===== config.mk =====
export PLATFORM = sky130hd
export DESIGN_NAME = vc_input_buffer
export DESIGN_NICKNAME = d
export VERILOG_FILES = /design/src/rtl/vc_input_buffer.sv
export SDC_FILE = /design/constraint.sdc
export NUM_CORES = 1
export LEC_CHECK = 0
export ABC_AREA = 1
export BUFFER_PORTS_ARGS = -buffer_cell sky130_fd_sc_hd__buf_2
export CAP_MARGIN = 20
export CELL_PAD_IN_SITES_DETAIL_PLACEMENT = 0
export CELL_PAD_IN_SITES_GLOBAL_PLACEMENT = 1
export CORE_UTILIZATION = 43
export CTS_BUF_LIST = sky130_fd_sc_hd__clkbuf_16
export CTS_CLUSTER_DIAMETER = 30
export DETAILED_ROUTE_END_ITERATION = 8
export PLACE_DENSITY_LB_ADDON = 0.12
export SLEW_MARGIN = 20
export SYNTH_ARGS = -nofsm -noshare
export SYNTH_HDL_FRONTEND = slang
export SYNTH_SLANG_ARGS = --single-unit

===== constraint.sdc =====
create_clock -name clk -period 2.1 [get_ports clk]
set_input_delay 0.42 -clock clk [delete_from_list [all_inputs] [get_ports clk]]
set_output_delay 0.42 -clock clk [all_outputs]
set_load 0.03 [all_outputs]

===== src/rtl/vc_input_buffer.sv =====
// vc_input_buffer: per-VC flit FIFO with first-word fall-through head,
// write-side packet framing check, credit return and sticky error flag.
module vc_input_buffer #(
  parameter int DEPTH = 8,
  parameter int FW    = 18
) (
  input  logic          clk,
  input  logic          reset,
  input  logic          wr,
  input  logic [FW-1:0] din,
  input  logic          rd,
  output logic [FW-1:0] dout,
  output logic          empty,
  output logic          full,
  output logic          header,
  output logic          tailer,
  output logic [3:0]    count,
  output logic          credit,
  output logic          err
);

  localparam int             AW      = (DEPTH > 1) ? $clog2(DEPTH) : 1;
  localparam logic [AW-1:0]  LAST    = AW'(DEPTH - 1);
  localparam logic [3:0]     DEPTH_C = 4'(DEPTH);

  localparam logic [1:0] TYPE_HEADER = 2'b01;
  localparam logic [1:0] TYPE_BODY   = 2'b10;
  localparam logic [1:0] TYPE_TAIL   = 2'b11;

  typedef enum logic {
    ST_IDLE   = 1'b0,
    ST_IN_PKT = 1'b1
  } pkt_state_e;

  logic [FW-1:0] mem [DEPTH];

  logic [AW-1:0] wr_ptr_q, wr_ptr_d;
  logic [AW-1:0] rd_ptr_q, rd_ptr_d;
  logic [3:0]    count_q, count_d;
  pkt_state_e    state_q, state_d;
  logic          err_q, err_d;
  logic          credit_q, credit_d;

  logic          rd_accept;
  logic          wr_accept;
  logic          flit_legal;
  logic [1:0]    din_type;
  logic [1:0]    head_type;

  assign din_type  = din[FW-1:FW-2];
  assign dout      = mem[rd_ptr_q];
  assign head_type = dout[FW-1:FW-2];

  // Status flags come only from registered count, never from wr/rd.
  assign empty  = (count_q == 4'd0);
  assign full   = (count_q == DEPTH_C);
  assign count  = count_q;
  assign credit = credit_q;
  assign err    = err_q;
  assign header = !empty && (head_type == TYPE_HEADER);
  assign tailer = !empty && (head_type == TYPE_TAIL);

  assign rd_accept = rd && !empty;

  // Packet framing FSM next state plus write acceptance; a full buffer
  // still accepts a write when the same-cycle read frees a slot.
  always_comb begin
    state_d    = state_q;
    flit_legal = 1'b0;
    case (state_q)
      ST_IDLE:   flit_legal = (din_type == TYPE_HEADER);
      ST_IN_PKT: flit_legal = (din_type == TYPE_BODY) || (din_type == TYPE_TAIL);
      default:   flit_legal = 1'b0;
    endcase
    wr_accept = wr && flit_legal && (!full || rd_accept);
    if (wr_accept) begin
      if (din_type == TYPE_HEADER) begin
        state_d = ST_IN_PKT;
      end else if (din_type == TYPE_TAIL) begin
        state_d = ST_IDLE;
      end
    end
  end

  // Pointer wrap, occupancy, credit and sticky error next-state.
  always_comb begin
    wr_ptr_d = wr_ptr_q;
    rd_ptr_d = rd_ptr_q;
    count_d  = count_q;
    credit_d = rd_accept;
    err_d    = err_q || (wr && !wr_accept);
    if (wr_accept) begin
      wr_ptr_d = (wr_ptr_q == LAST) ? '0 : wr_ptr_q + AW'(1);
    end
    if (rd_accept) begin
      rd_ptr_d = (rd_ptr_q == LAST) ? '0 : rd_ptr_q + AW'(1);
    end
    case ({wr_accept, rd_accept})
      2'b10:   count_d = count_q + 4'd1;
      2'b01:   count_d = count_q - 4'd1;
      default: count_d = count_q;
    endcase
  end

  // State registers; reset discards any packet in flight.
  always_ff @(posedge clk) begin
    if (!reset) begin
      wr_ptr_q <= '0;
      rd_ptr_q <= '0;
      count_q  <= 4'd0;
      state_q  <= ST_IDLE;
      err_q    <= 1'b0;
      credit_q <= 1'b0;
    end else begin
      wr_ptr_q <= wr_ptr_d;
      rd_ptr_q <= rd_ptr_d;
      count_q  <= count_d;
      state_q  <= state_d;
      err_q    <= err_d;
      credit_q <= credit_d;
    end
  end

  // Flit storage; contents survive reset, only the pointers are cleared.
  always_ff @(posedge clk) begin
    if (reset && wr_accept) begin
      mem[wr_ptr_q] <= din;
    end
  end

endmodule

* Word-level counts from Yosys, hierarchy flattened *
Memories as Yosys holds them, arrays and structs flattened. A register that Yosys moved wholly into a read port is not among the register bits.
Index checks and enable logic that the tools add are counted.

storage, ports and cells
  flip-flop bits (word level) = 13
  memory bits (writable) = 144
  input bits = 22
  output and inout port bits = 28
  word-level logic and storage cells = 49
  memories = 1

operators by class
  $add $sub $neg = 4
  equality and inequality tests = 10
  muxes and demuxes = 10
  bitwise operators = 1
  reductions and logical operators = 17

memory list
  memory  words  bits a word  read ports  clocked after Yosys merged registers in  write ports  line  RTL
  mem     8      18           1           1                                        1            35    logic [FW-1:0] mem [DEPTH];

operator list
  operator               count
  $mux W3                4
  $eq A2 B2 Y1 const B   4
  $pmux W4 S2            1
  $logic_and A1 B1 Y1    7
  $add A3 B1 Y3 const B  2
  $eq A2 B1 Y1 const B   3
  $eq A3 B3 Y1 const B   2
  $add A4 B1 Y4 const B  1
  $eq A4 B4 Y1 const B   1
  $logic_not A4 Y1       1
  $mux W1                4
  $reduce_bool A2 Y1     2
  $sub A4 B1 Y4 const B  1
  $logic_not A1 Y1       3
  $logic_or A1 B1 Y1     3
  $pmux W1 S2            1
  $reduce_and A2 Y1      1
  $not A1 Y1             1

* Logic depth before layout (Yosys ltp) *
  depth in word-level cells = 8
  gate-level depth with buffers = 14
  mapped depth without buffers = 14

* Least setup slack after synthesis *
Ideal clock, no wire load.

  kind = flip-flop to flip-flop
  start = reg count_q[1] (netlist: count[1])
  end = mem mem[1][0] (enable)
  arrival time = 1.938 ns
  data required time = 1.707 ns
  setup slack = -0.230 ns
  cell stages (with the launch flop) = 7
  buffers on the path = 0
  clock period less this slack = 2.330 ns
  cell sequence = dfxtp_1 nor2_1 nand3_1 nor2_1 nor2_4 nand3_1 nor2_1

between the ends
  cells in the longest elaborated chain, start to end = 8

RTL lines
  what                             line  RTL
  start, declared                  39    logic [3:0] count_q, count_d;
  start signal, assigned           117   count_q <= count_d;
  $logic_not A4 Y1                 55    assign empty = (count_q == 4'd0);
  $logic_not A1 Y1                 63    assign rd_accept = rd && !empty;
  $logic_and A1 B1 Y1              63
  $logic_or A1 B1 Y1 *             75    wr_accept = wr && flit_legal && (!full || rd_accept);
  $logic_and A1 B1 Y1 *            75
  $logic_and A1 B1 Y1 *            126   if (reset && wr_accept) begin
  $mux W1 *                        126
  $mux W1 (not written as such) *  127   mem[wr_ptr_q] <= din;
  end, declared                    35

Mark *: on every way between the ends. The rest lies on a longest branch, timed or not.

==> impl_metrics.json <==
{
  "status": "finished with violations",
  "violations": "setup timing",
  "synth_top_cell_by_area": "edfxtp_1",
  "yosys.area_share.simple_pct": 12.08,
  "place_hpwl_mm": 8.873,
  "clock-sinks": 160,
  "die_area_um2": 15450,
  "ctsLongestPathBuffers": 2,
  "synth_top_family_by_area": "simple AND/OR/NAND/NOR gates",
  "num_vias": 4251,
  "mostFrequentLayoutCells": "144 x edfxtp_1, 102 x nor2_1, 71 x nand2_1",
  "rsz0062_at_grt": "yes",
  "worstSetupPathType": "reg2out",
  "hold_viol": 0,
  "final_common_cell": "edfxtp_1",
  "endpoint_kind": "output port",
  "grt_pass1_wl_mm": 23.58,
  "critPathSlowestCell": "dfxtp_4",
  "report.final.slew_viol_count": 0,
  "synth_ff_type": "edfxtp_1",
  "fin_crit_ns": 2.186,
  "floorplan.initialDensity_pct": 44.08,
  "fin_crit_sh_pct": 104.1,
  "tightest_slew_ns": 0.3166,
  "synth_xor_area_share_pct": 0.4086,
  "rows": 44,
  "drv_cap": 0,
  "h-tree-depth": 4,
  "syn_nets": 567,
  "fmax_ghz": 0.4574,
  "drive_gt1_share_pct": 23.73,
  "clkTransAtPathRegs_ns": 0.06,
  "synth_compound_area_share_pct": 10.19,
  "drtIter0Drc": 279,
  "synth-async-reset-ratio_pct": 0,
  "ys_ff_latch": 160,
  "nNetsFinal": 648,
  "grt_pass1_vias": 4301,
  "holdWs_ns": 0.2646,
  "hp-class": "in2reg",
  "grt_start_max_net_pins": 25,
  "finClkSkew_ns": 0.007453,
  "track_usage_pct": 20.29,
  "synth_edf_count": 144,
  "dpl-instance-area_um2": 7143,
  "place.gp.congestion": 0.7686,
  "io_buffers": 49,
  "cts_tree": "yes",
  "yosysTopAreaCellShare_pct": 67.24,
  "insertion_delay_ns": 0.42,
  "critPathMostFrequentCell": "nor2_1",
  "n_antenna_cell": 0,
  "coreArea_um2": 14590,
  "relSlewSlack_pct": 78.86,
  "synthAdderAreaFrac_pct": 1.362,
  "syn_inst": 538,
  "ios": 50,
  "setup_ws_ns": -0.08607,
  "drc_errors": 0,
  "yosysWarnings": 0,
  "worstPathRequired_ns": 1.68,
  "area_delta_synth_final_pct": 23.75,
  "die-height_um": 124.3,
  "antenna_found_initial": 0,
  "setup_viol": 10,
  "cts-root-buf": "clkbuf_16",
  "viasPerCell": 5.210,
  "power.total_mw": 10.85,
  "numCtsBuffers": 17,
  "critPathMaxStageDelay_ns": 0.45,
  "vdd_drop_max_mv": 0.6304,
  "yosys-top-cells-area": "edfxtp_1 67%, nor2_1 6.5%, dfxtp_1 5.0%",
  "fp.dieW_um": 124.3,
  "powerDensity_nw_per_um2": 1364,
  "finalWirelength_mm": 14.71,
  "wl_per_cell_um": 18.02,
  "gr-total-overflow": 0,
  "cp_max_fo": 14,
  "final_cell_area_um2": 7959,
  "synth.area.mux_share_pct": 0,
  "drtAntennaViolNets": 0,
  "ys_types": 26,
  "cellLeakagePower_nw": 2.969,
  "dr.pass1.iters": 4,
  "final_util_pct": 54.55,
  "start_kind": "flop",
  "crit_path_cell_trace": "buf_12 > nor2_1 > nor2_2 > o21ai_4 > nand3_1 > o21ai_2 > nor2_1 > buf_4",
  "preCtsSetupSlack_ns": 0.1180,
  "seq_area_frac_synth_pct": 72.22,
  "worstPathArrival_ns": 1.77,
  "syn_avg_cell_area_um2": 11.95,
  "syn-cell-area_um2": 6431
}
==> report_power, final <==
part | internal [mW] | switching [mW] | total [mW]
Sequential | 3.59 | 0.132 | 3.72
Combinational | 1.50 | 2.59 | 4.09
Clock | 1.76 | 1.28 | 3.04
==> synth_stat cells, types with 2 or more instances <==
| master | count |
|---|---|
| nor2_1 | 112 |
| nand2_1 | 72 |
| o22ai_1 | 32 |
| o21ai_1 | 36 |
| o21ai_2 | 2 |
| buf_4 | 3 |
| inv_2 | 4 |
| clkbuf_1 | 8 |
| o21ai_0 | 45 |
| buf_2 | 12 |
| dfxtp_1 | 16 |
| ha_1 | 7 |
| a21oi_1 | 5 |
| buf_6 | 4 |
| nand3_1 | 11 |
| inv_1 | 15 |
| xnor2_1 | 2 |
| edfxtp_1 | 144 |
==> per-layer routing <==
metal	global-route usage, %	routed length, um	vias to the layer above
li1	-	-	2073
met1	26.74	6966	2062
met2	33.18	6979	100
met3	3.995	561	16
met4	7.654	199	0
met5	0	0	-
==> through the flow <==
stage	std cells	setup TNS, ns
CTS	814	-0.7126
finish	816	-0.4094
global route	816	-2.304
global placement	778	0
floorplan	538	-7.856
detailed placement	778	0
==> logic make-up (layout without fill, tap and decap cells) <==
kind of cell               Yosys count  in the layout
and+or+nand+nor                    199            199
DFF                                160            160
AOI/OAI and AO/OA                  121            121
buffers and inverters               48            142
adders and majority gates            7              7
xor gates and xnor gates             3              3
==> repair_timing <==
item                                    CTS  global route
gates cloned                              1             0
setup buffers                             3             2
hold buffers                              0             0
gates resized for setup                  35            19
endpoints found under the hold margin     0             0
endpoints found under the setup margin   20            21
pin swaps                                 0             2
==> state kept, by name, summed over array words and instances, names as in the netlist, named ones only <==
register and cells:
state_q 1, mem 144, count 4, err 1, rd_ptr_q 3, credit 1
wr_ptr_q 3
==> critical path, delay by kind of cell (launching register included) <==
kind	cells	cell delay [ns]
AOI/OAI and AO/OA	2	0.14
DFF	1	0.45
buffers and inverters	2	0.32
and+or+nand+nor	4	0.41
==> cell type report <==
class                   count  area (um^2)
inverters                  21        91.34
clock inverters            15        160.2
clock buffers              17        425.4
fillers                  1226         6630
well taps                 184        230.2
repair buffers             89        789.5
flip-flops and latches    160         4657
multi-input cells         330         1605
==> worst paths after layout <==
kind | from | depth (start not counted) | slack [ns] | endpoint
setup / recovery | flop | 8 | -0.09 | tailer
hold / removal | wr | 3 | 0.26 | err$_SDFF_PN0_
setup reg to reg | count[1]$_SDFFE_PN0P_ | 13 | 0.17 | count[2]$_SDFFE_PN0P_
hold reg to reg | err$_SDFF_PN0_ | 2 | 0.47 | err$_SDFF_PN0_
Power figures use the tool's default switching activity.
